## src/rtl/mul_share_arbiter_pkg.sv

```systemverilog
// Shared constants and types for the shared-multiplier arbiter.
package mul_arb_pkg;

    localparam int MUL_W   = 32;
    localparam int RES_W   = 64;
    localparam int MUL_LAT = 2;
    localparam int STAT_W  = 16;

    // Requester tag carried alongside the multiplier stages; the top
    // uses only the low ID_W bits of id.
    typedef struct packed {
        logic       vld;
        logic [3:0] id;
    } mul_tag_t;

endpackage

```

## src/rtl/mul_share_arbiter_if.sv

```systemverilog
// Request/result bundle between requesters and the shared multiplier.
// master = requester side, slave = arbiter side.
interface mul_share_arbiter_if #(
    parameter int NREQ = 4
);
    import mul_arb_pkg::*;

    localparam int ID_W = $clog2(NREQ);

    logic [NREQ-1:0]       req_valid;
    logic [NREQ-1:0]       req_ready;
    logic [NREQ*MUL_W-1:0] req_a;
    logic [NREQ*MUL_W-1:0] req_b;
    logic                  res_valid;
    logic [ID_W-1:0]       res_id;
    logic [RES_W-1:0]      res_r;

    modport master (
        output req_valid, req_a, req_b,
        input  req_ready, res_valid, res_id, res_r
    );

    modport slave (
        input  req_valid, req_a, req_b,
        output req_ready, res_valid, res_id, res_r
    );

endinterface

```

## src/rtl/mul_share_arbiter_rr_arbiter.sv

```systemverilog
// Round-robin arbiter: searches from ptr upward (wrapping) for the first
// asserted request; the winner becomes lowest priority next cycle.
module rr_arbiter #(
    parameter int N = 4,
    localparam int IDW = $clog2(N)
) (
    input  logic           clk,
    input  logic           reset,
    input  logic [N-1:0]   req,
    output logic [N-1:0]   gnt,
    output logic [IDW-1:0] gnt_id
);
    logic [IDW-1:0] ptr_q, ptr_d;
    logic [IDW-1:0] cand;
    logic           found;
    int             pos;

    // Pick the first requester at or after ptr; nothing is granted in reset.
    always_comb begin
        gnt    = '0;
        gnt_id = '0;
        found  = 1'b0;
        cand   = '0;
        pos    = 0;
        for (int k = 0; k < N; k++) begin
            pos = int'(ptr_q) + k;
            if (pos >= N) pos = pos - N;
            cand = IDW'(pos);
            if (!found && req[cand]) begin
                gnt[cand] = 1'b1;
                gnt_id    = cand;
                found     = 1'b1;
            end
        end
        if (reset) begin
            gnt    = '0;
            gnt_id = '0;
            found  = 1'b0;
        end
    end

    // Pointer moves just past the winner; holds when nobody is granted.
    always_comb begin
        ptr_d = ptr_q;
        if (found) begin
            ptr_d = (gnt_id == IDW'(N-1)) ? '0 : gnt_id + 1'b1;
        end
    end

    // Pointer register.
    always_ff @(posedge clk) begin
        if (reset) ptr_q <= '0;
        else       ptr_q <= ptr_d;
    end

endmodule

```

## src/rtl/multiplier_pipelined.sv

```systemverilog
// Two-stage unsigned W x W multiplier, no reset on the datapath.
// Stage 1 forms two half-width partial products, stage 2 sums them.
module multiplier_pipelined #(
    parameter int W = 32
) (
    input  logic           clk,
    input  logic [W-1:0]   a,
    input  logic [W-1:0]   b,
    output logic [2*W-1:0] p
);
    localparam int H = W / 2;

    logic [W+H-1:0] pp_lo_d, pp_hi_d, pp_lo_q, pp_hi_q;
    logic [2*W-1:0] p_d, p_q;

    // Partial products against the low and high halves of b.
    always_comb begin
        pp_lo_d = (W+H)'(a) * (W+H)'(b[H-1:0]);
        pp_hi_d = (W+H)'(a) * (W+H)'(b[W-1:H]);
    end

    // Recombine: high partial product is weighted by 2^H.
    always_comb begin
        p_d = (2*W)'(pp_lo_q) + ((2*W)'(pp_hi_q) << H);
    end

    // Pipeline registers; contents are don't-care until a tagged result.
    always_ff @(posedge clk) begin
        pp_lo_q <= pp_lo_d;
        pp_hi_q <= pp_hi_d;
        p_q     <= p_d;
    end

    assign p = p_q;

endmodule

```

## src/rtl/mul_share_arbiter.sv

```systemverilog
// Shares one 2-stage multiplier among NREQ requesters. A grant in cycle t
// produces res_valid/res_id/res_r in cycle t+2. Requester IDs travel in a
// tag shift register that advances every cycle, so holes keep ordering.
// Optional MUL_ARB_STATS_EN adds per-requester grant and idle counters.
module mul_share_arbiter
    import mul_arb_pkg::*;
#(
    parameter int NREQ = 4
) (
    input  logic                    clk,
    input  logic                    reset,
    mul_share_arbiter_if.slave      bus
`ifdef MUL_ARB_STATS_EN
    ,
    output logic [NREQ*STAT_W-1:0]  grant_cnt,
    output logic [STAT_W-1:0]       idle_cnt
`endif
);
    localparam int ID_W = $clog2(NREQ);

    logic [NREQ-1:0]  gnt;
    logic [ID_W-1:0]  gnt_id;
    logic             gnt_any;
    logic [MUL_W-1:0] op_a, op_b;
    logic [RES_W-1:0] mul_p;
    mul_tag_t         tag_d;
    mul_tag_t         tag_q [MUL_LAT];

    rr_arbiter #(.N(NREQ)) u_arb (
        .clk    (clk),
        .reset  (reset),
        .req    (bus.req_valid),
        .gnt    (gnt),
        .gnt_id (gnt_id)
    );

    assign gnt_any       = |gnt;
    assign bus.req_ready = gnt;

    // Operand mux: granted requester's pair, zeros when idle.
    always_comb begin
        op_a = '0;
        op_b = '0;
        if (gnt_any) begin
            op_a = bus.req_a[int'(gnt_id)*MUL_W +: MUL_W];
            op_b = bus.req_b[int'(gnt_id)*MUL_W +: MUL_W];
        end
    end

    multiplier_pipelined #(.W(MUL_W)) u_mul (
        .clk (clk),
        .a   (op_a),
        .b   (op_b),
        .p   (mul_p)
    );

    // Tag entering the pipe this cycle.
    always_comb begin
        tag_d     = '0;
        tag_d.vld = gnt_any;
        tag_d.id  = 4'(gnt_id);
    end

    // Tag shift register in lockstep with the multiplier; reset drops in-flight ops.
    always_ff @(posedge clk) begin
        if (reset) begin
            for (int s = 0; s < MUL_LAT; s++) tag_q[s] <= '0;
        end else begin
            tag_q[0] <= tag_d;
            for (int s = 1; s < MUL_LAT; s++) tag_q[s] <= tag_q[s-1];
        end
    end

    assign bus.res_valid = tag_q[MUL_LAT-1].vld;
    assign bus.res_id    = tag_q[MUL_LAT-1].id[ID_W-1:0];
    assign bus.res_r     = mul_p;

`ifdef MUL_ARB_STATS_EN
    logic [NREQ-1:0][STAT_W-1:0] grant_cnt_q;
    logic [STAT_W-1:0]           idle_cnt_q;

    // Wrapping grant and idle counters, updated in the cycle of the event.
    always_ff @(posedge clk) begin
        if (reset) begin
            grant_cnt_q <= '0;
            idle_cnt_q  <= '0;
        end else begin
            for (int i = 0; i < NREQ; i++) begin
                if (gnt[i]) grant_cnt_q[i] <= grant_cnt_q[i] + 1'b1;
            end
            if (!gnt_any) idle_cnt_q <= idle_cnt_q + 1'b1;
        end
    end

    assign grant_cnt = grant_cnt_q;
    assign idle_cnt  = idle_cnt_q;
`endif

endmodule

```

## src/flat_wrapper.sv

```systemverilog
// flat-port wrapper written by rule: the top's interface ports become plain ports
module mul_share_arbiter_flat import mul_arb_pkg::*;
#(
    parameter int NREQ = 4
)
  (clk, reset, bus_req_valid, bus_req_a, bus_req_b, bus_req_ready, bus_res_valid, bus_res_id, bus_res_r);
  mul_share_arbiter_if #(.NREQ(NREQ)) bus_i ();
  input  logic clk;
  input  logic reset;
  input wire logic [$bits(bus_i.req_valid)-1:0] bus_req_valid;
  input wire logic [$bits(bus_i.req_a)-1:0] bus_req_a;
  input wire logic [$bits(bus_i.req_b)-1:0] bus_req_b;
  output wire logic [$bits(bus_i.req_ready)-1:0] bus_req_ready;
  output wire logic [$bits(bus_i.res_valid)-1:0] bus_res_valid;
  output wire logic [$bits(bus_i.res_id)-1:0] bus_res_id;
  output wire logic [$bits(bus_i.res_r)-1:0] bus_res_r;
  assign bus_i.req_valid = bus_req_valid;
  assign bus_i.req_a = bus_req_a;
  assign bus_i.req_b = bus_req_b;
  assign bus_req_ready = bus_i.req_ready;
  assign bus_res_valid = bus_i.res_valid;
  assign bus_res_id = bus_i.res_id;
  assign bus_res_r = bus_i.res_r;
  mul_share_arbiter #(.NREQ(NREQ)) u_core (.clk(clk), .reset(reset), .bus(bus_i));
endmodule
```

## config.mk

```make
export PLATFORM = sky130hd
export DESIGN_NAME = mul_share_arbiter_flat
export DESIGN_NICKNAME = d
export VERILOG_FILES = /design/src/rtl/mul_share_arbiter_pkg.sv /design/src/rtl/mul_share_arbiter_if.sv /design/src/rtl/mul_share_arbiter_rr_arbiter.sv /design/src/rtl/multiplier_pipelined.sv /design/src/rtl/mul_share_arbiter.sv /design/src/flat_wrapper.sv
export SDC_FILE = /design/constraint.sdc
export NUM_CORES = 2
export LEC_CHECK = 0
export ABC_AREA = 1
export CORE_ASPECT_RATIO = 0.5
export CORE_MARGIN = 1
export CORE_UTILIZATION = 52
export CTS_CLUSTER_DIAMETER = 100
export DETAILED_ROUTE_END_ITERATION = 12
export GPL_ROUTABILITY_DRIVEN = 0
export PLACE_DENSITY = 0.72
export SLEW_MARGIN = 20
export SYNTH_ARGS = -nofsm -noshare
export SYNTH_HDL_FRONTEND = slang
export SYNTH_SLANG_ARGS = --single-unit
export TNS_END_PERCENT = 5
```

## constraint.sdc

```tcl
create_clock -name clk -period 9.8 [get_ports clk]
set_input_delay 1.47 -clock clk [delete_from_list [all_inputs] [get_ports clk]]
set_output_delay 1.47 -clock clk [all_outputs]
set_load 0.02 [all_outputs]
```

# After elaboration in Yosys (flattened, before gate mapping)
# Memory sizes are Yosys's and may differ from the RTL's.
# Cells that the tools add are included.
[word_totals] reg_bits=162 latch_bits=0 mem_bits_rw=10 rom_bits=0 input_bits=262 output_inout_bits=71 elab_cells=90 n_memories=1
[op_classes] n_addsub=9 mul=2 n_div=0 magnitude_cmp=12 n_eq_ne=1 shifts=2 muxes=43 bitwise=5 reduce_logical=11
[memory_table] name="u_core.tag_q" words=2 width=5 read_ports=2 rd_clocked_by_memory_dff=0 wr=2 line="mul_share_arbiter.sv:27" rtl="mul_tag_t tag_q [MUL_LAT];"
[ops] cell="variable part select 128 x 8 -> 32 bit" count=2
[ops] cell="multiplier 32 x 16 -> 48 bit" count=2
[ops] cell="adder 48 x 64 -> 64 bit" count=1
[ops] cell="2-to-1 mux 32 bit" count=2
[ops] cell="2-to-1 mux 2 bit" count=10
[ops] cell="2-to-1 mux 4 bit" count=5
[ops] cell="2-to-1 mux 1 bit" count=16
[ops] cell="< comparator 2 x 3 -> 1 bit (second input constant)" count=4
[ops] cell="OR 4 bit" count=3
[ops] cell="2-to-1 mux 5 bit" count=2
[ops] cell=">= comparator 3 bit (second input constant)" count=3
[ops] cell="binary-select mux 1 bit (select 2 bit)" count=4
[ops] cell="demux 1 bit (select 2 bit)" count=4
[ops] cell=">= comparator 2 x 1 -> 1 bit (second input constant)" count=4
[ops] cell="subtractor 2 x 1 -> 2 bit (second input constant)" count=4
[ops] cell="logical AND 1 bit" count=7
[ops] cell="adder 2 x 2 -> 3 bit (second input constant)" count=2
[ops] cell="OR reduction 4 bit" count=1
[ops] cell="adder 2 x 1 -> 3 bit (second input constant)" count=1
[ops] cell=">= comparator 2 x 3 -> 1 bit (second input constant)" count=1
[ops] cell="zero test 1 bit" count=3
[ops] cell="adder 2 x 1 -> 2 bit (second input constant)" count=1
[ops] cell="equality test 2 bit (second input constant)" count=1
[ops] cell="OR 1 bit" count=2

# Depth between registers and ports, before layout
[depth] ltp_word=18 ltp_mapped=43 depth_no_buf=39

# Cells and area by module
# Synthesis repeated with hierarchy kept, for this count alone.
[unflattened] cells_unflattened=6845 hier_area_um2=46138.0
[modules_own_cells] mod="multiplier_pipelined" n_inst=1 cells_each=5961 area_per_inst_um2=42154.2 seq_area_each_um2=3203.1
[modules_own_cells] mod="mul_share_arbiter" n_inst=1 cells_each=775 area_per_inst_um2=3314.4 seq_area_each_um2=120.1
[modules_own_cells] mod="rr_arbiter" n_inst=1 cells_each=109 area_per_inst_um2=669.4 seq_area_each_um2=40.0

# Worst setup path before layout
# Ideal clock, no wire load.
[synth_timing] path_kind="in2reg" from="input bus_req_valid[3]" to="register u_core.u_mul.pp_lo_q[34]" setup_ns=0.112 arrival_time_ns=7.483 required_ns=9.688 setup_slack_ns=2.205 cell_stages=35 n_path_buf=4 cell_sequence="inv_1 nand2_1 nand3_2 nand2_4 nor2_4 buf_6 nand3_1 nand2_1 inv_2 nand2_2 buf_6 buf_4 nand3_1 nand2_2 buf_4 nand3_1 fa_1 fa_1 fa_1 inv_1 fa_1 fa_1 inv_1 fa_1 inv_1 ha_1 nand2_1 nor2_1 inv_1 o21ai_0 nor2_1 o21ai_0 nand3_1 nand3_1 nand2_1"
[synth_via] elab_chain_len=16 elab_cells_between_ends=36 classes_between="mul: 1; shift: 2; mux: 23; bitwise: 3; reduce/logical: 7"
[synth_rtl] item="from (decl)" line="flat_wrapper.sv:10" rtl="input wire logic [$bits(bus_i.req_valid)-1:0] bus_req_valid;"
[synth_rtl] item="binary-select mux 1 bit (select 2 bit)" line="mul_share_arbiter_rr_arbiter.sv:29" rtl="if (!found && req[cand]) begin"
[synth_rtl] item="2-to-1 mux 1 bit (implied by the code)" line="mul_share_arbiter_rr_arbiter.sv:29"
[synth_rtl] item="2-to-1 mux 1 bit" line="mul_share_arbiter_rr_arbiter.sv:29"
[synth_rtl] item="zero test 1 bit" line="mul_share_arbiter_rr_arbiter.sv:29"
[synth_rtl] item="logical AND 1 bit" line="mul_share_arbiter_rr_arbiter.sv:29"
[synth_rtl] item="2-to-1 mux 1 bit" line="mul_share_arbiter_rr_arbiter.sv:29"
[synth_rtl] item="zero test 1 bit" line="mul_share_arbiter_rr_arbiter.sv:29"
[synth_rtl] item="logical AND 1 bit" line="mul_share_arbiter_rr_arbiter.sv:29"
[synth_rtl] item="2-to-1 mux 1 bit" line="mul_share_arbiter_rr_arbiter.sv:29"
[synth_rtl] item="zero test 1 bit" line="mul_share_arbiter_rr_arbiter.sv:29"
[synth_rtl] item="logical AND 1 bit" line="mul_share_arbiter_rr_arbiter.sv:29"
[synth_rtl] item="2-to-1 mux 2 bit / 2-to-1 mux 4 bit (equally long branches)" line="mul_share_arbiter_rr_arbiter.sv:29"
[synth_rtl] item="2-to-1 mux 2 bit / 2-to-1 mux 4 bit (equally long branches)" line="mul_share_arbiter_rr_arbiter.sv:35" rtl="if (reset) begin"
[synth_rtl] item="variable part select 128 x 8 -> 32 bit (tied with other cells)" line="mul_share_arbiter.sv:45" rtl="op_a = bus.req_a[int'(gnt_id)*MUL_W +: MUL_W];"
[synth_rtl] item="2-to-1 mux 32 bit" line="mul_share_arbiter.sv:44" rtl="if (gnt_any) begin"
[synth_rtl] item="multiplier 32 x 16 -> 48 bit (*)" line="multiplier_pipelined.sv:18" rtl="pp_lo_d = (W+H)'(a) * (W+H)'(b[H-1:0]);"
[synth_rtl] item="via u_core.u_mul.pp_lo_d[34]" line="multiplier_pipelined.sv:13" rtl="logic [W+H-1:0] pp_lo_d, pp_hi_d, pp_lo_q, pp_hi_q;"
[synth_rtl] item="to (signal assigned)" line="multiplier_pipelined.sv:29" rtl="pp_lo_q <= pp_lo_d;"
[synth_rtl] item="to (decl)" line="multiplier_pipelined.sv:13"
# The timed path passes the listed nets; every way through them passes the cells marked *. The select of a mux whose other input is x is not followed.
# A chain may end at the register's enable or synchronous reset.

# Worst setup path after layout
[layout_timing] from="input bus_req_valid[1]" to="register u_core.u_mul.pp_lo_q[32]"
# The elaborated chain is that of the path after synthesis.

==> impl_metrics.py <==
metrics = {
    "die": {
        "die_w_um": 414,
        "start_util": 0.526,
        "fp.dieH_um": 208,
        "dieArea_mm2": 0.0862,
        "pin_count": 333,
        "row_count": 75,
        "core-area_mm2": 0.0840,
    },
    "worst_setup_path": {
        "timing.rr.start": "u_core.u_arb.ptr_q[0]$_SDFFE_PP0P_",
        "cp-end-kind": "flip-flop",
        "cp_slowest_cell": "fa_1",
        "crit_top_cell": "fa_1",
        "reg2reg_depth": 32,
        "startpoint_type": "input pin",
        "path_class": "input pin to flip-flop",
        "crit_buf_inv": 9,
        "r2r_slack_ns": 0.48,
        "cpPeakStageDelay_ns": 0.72,
        "worstReg2RegEnd": "u_core.u_mul.pp_lo_q[32]$_DFF_P_",
        "critical_path.top_delay_family": "adder cells",
        "critPathArrivalTime_ns": 10.01,
        "critPathMaxFanout": 26,
        "crit_required_ns": 10.15,
    },
    "synth": {
        "synth_nets": 7256,
        "postSynthCellCount": 5877,
        "seq_area_frac_synth": 0.0761,
        "synthArstFlopShare": 0,
        "synth-seq-cells": 168,
        "synth-edff-count": 0,
        "synth-main-ff-cell": "dfxtp_1",
        "synth_cell_types": 37,
        "synth_area_mm2": 0.0442,
        "yosysWarnings": 0,
        "syn_avg_cell_area_um2": 7.52,
    },
    "cts": {
        "cts_hold_buf": 0,
        "clock_latency_ns": 0.52,
        "postCtsSetupRepairBufs": 0,
        "cts_made_buffers": 17,
        "cts_max_level": 4,
        "cts_tree": "yes",
        "cts.reportedPaths.clkPinSlew_ns": 0.07,
        "cts-root-buf": "clkbuf_16",
        "clockBufferDepth": 2,
        "cts_sinks": 168,
    },
    "placed_design": {
        "dpl.cell_count": 7199,
        "hpwl_mm": 135,
        "port_buffers": 332,
    },
    "global_route": {
        "grt_start_max_net_pins": 106,
        "antenna_found_initial": 7,
        "grt_pass1_wl_mm": 248,
        "grt.total_usage": 0.381,
        "gr-total-overflow": 0,
        "grt_pass1_vias": 42700,
    },
    "routing": {
        "dr_total_vias": 42100,
        "drc": 0,
        "antenna_left": 0,
        "drt-wirelength-per-cell_um": 22.6,
        "drt_iter0_drc": 5438,
        "vias_per_cell": 5.82,
        "routed_wl_mm": 163,
        "firstDrtPassIters": 10,
    },
    "sta": {
        "hold_violations": 0,
        "fin_crit_ns": 9.66,
        "timing.setup.tns_ns": 0,
        "finalCritPeriodShare": 0.986,
        "slew_headroom": 0.447,
        "rsz0062_at_grt": "false",
        "timing.fmax_mhz": 103,
        "setup_viol": 0,
        "worst_pin_slew_ns": 0.828,
        "skew_ns": 0.0320,
        "drv_slew": 0,
    },
    "outcome": {
        "outcome": "finished clean",
    },
    "hold_path": {
        "hp-start": "u_core.u_mul.pp_lo_q[6]$_DFF_P_",
        "holdPathEnd": "u_core.u_mul.p[6]$_DFF_P_",
        "hold_depth": 0,
        "hold_class": "flip-flop to flip-flop",
    },
    "final_layout": {
        "final_nets": 7481,
        "final_cells": 7236,
        "drive_gt1_frac": 0.0440,
        "syn_to_final_growth_pct": 11.8,
    },
    "job": {
        "maxCapViolCount": 0,
    },
}
## worst max-delay path by stage
| stage | slack [ns] | cells past startpoint | start | end |
|---|---|---|---|---|
| after CTS | 0.53 | 35 | bus_req_valid[1] | u_core.u_mul.pp_lo_q[34]$_DFF_P_ |
| after global placement | 0.09 | 37 | bus_req_valid[3] | u_core.u_mul.pp_hi_q[32]$_DFF_P_ |
| after global routing | 0.007 | 33 | bus_req_valid[1] | u_core.u_mul.pp_lo_q[43]$_DFF_P_ |
| after detailed placement | 0.03 | 37 | bus_req_valid[1] | u_core.u_mul.pp_hi_q[32]$_DFF_P_ |
| final | 0.14 | 32 | bus_req_valid[1] | u_core.u_mul.pp_lo_q[32]$_DFF_P_ |
| after floorplan | 2.21 | 35 | bus_req_valid[3] | u_core.u_mul.pp_lo_q[34]$_DFF_P_ |
## cells in the mapped netlist, types with 14 or more instances
cell type / instances / share of area
ha_1: 280 / 0.079
nand3_1: 970 / 0.11
buf_4: 59 / 0.010
a31oi_1: 31 / 0.0044
xnor2_1: 42 / 0.0083
o21ai_0: 115 / 0.013
o21bai_1: 26 / 0.0044
fa_1: 837 / 0.38
inv_1: 1399 / 0.12
a21oi_1: 164 / 0.019
nand2_2: 49 / 0.0069
nor2_1: 677 / 0.058
nor4_1: 14 / 0.0020
nand2_1: 623 / 0.053
nand4_1: 16 / 0.0023
buf_2: 166 / 0.019
nor3_1: 30 / 0.0034
dfxtp_1: 168 / 0.076
inv_2: 34 / 0.0029
xor2_1: 83 / 0.016
clkbuf_1: 25 / 0.0021
## cells by family (layout without fill, tap and decap cells)
kind of cell             count (synthesis)  count (layout)  synth area share
AO/OA/AOI/OAI                          368             368            0.0458
XOR/XNOR                               125             125            0.0248
adder cells (fa/ha/maj)               1117            1117             0.459
buffers and inverters                 1703            1941             0.157
other                                    0               5                 0
AND/OR/NAND/NOR                       2396            2396             0.238
flip-flops                             168             168            0.0761
## final cells by class
| type | instances | area (um^2) |
|---|---|---|
| Antenna cell | 5 | 12.5 |
| Clock buffer | 18 | 429 |
| Timing Repair Buffer | 475 | 4660 |
| Inverter | 1434 | 5390 |
| Fill cell | 7590 | 34600 |
| Multi-Input combinational cell | 4006 | 33900 |
| Clock inverter | 14 | 200 |
| Sequential cell | 168 | 3360 |
| Tap cell | 1116 | 1400 |
## registers in the layout (all words and copies together), names as in the netlist
name                  count
u_core.tag_q              6
u_core.u_mul.pp_hi_q     48
u_core.u_mul.p           64
u_core.u_arb.ptr_q        2
u_core.u_mul.pp_lo_q     48
## repair_timing
| item | 4_1_cts | 5_1_grt |
|---|---|---|
| endpoints found under the setup margin | 0 | 7 |
| endpoints found under the hold margin | 0 | 0 |
| gates resized for setup | 0 | 10 |
## per-stage QoR
step,util,hold slack [ns],area [um^2],setup slack [ns]
floorplan,-,0.310,44200,2.21
global placement,0.580,0.315,48700,0.0893
detailed placement,0.580,0.312,48700,0.0262
CTS,0.588,0.329,49400,0.525
global route,0.588,0.331,49400,0.00659
finish,0.588,0.328,49400,0.136
## metal layers
metal / wire (um) / GRT usage
met5: 186 / 0.0137
met1: 60700 / 0.497
met2: 65900 / 0.547
met3: 28600 / 0.171
met4: 7810 / 0.155
## cell usage in the layout, fill, tap and decap left out, types with 31 or more instances in the layout
| master | n |
|---|---|
| nand3_1 | 970 |
| fa_1 | 837 |
| inv_2 | 34 |
| o21ai_0 | 112 |
| a21oi_1 | 164 |
| dfxtp_1 | 168 |
| a31oi_1 | 31 |
| clkdlybuf4s50_1 | 332 |
| inv_1 | 1398 |
| xor2_1 | 83 |
| nand2_1 | 619 |
| buf_4 | 122 |
| xnor2_1 | 42 |
| nand2_2 | 47 |
| ha_1 | 280 |
| nor2_1 | 677 |
Power is not shown: default switching activity piles up to over one toggle a cycle in this logic, so the estimate is an artifact.
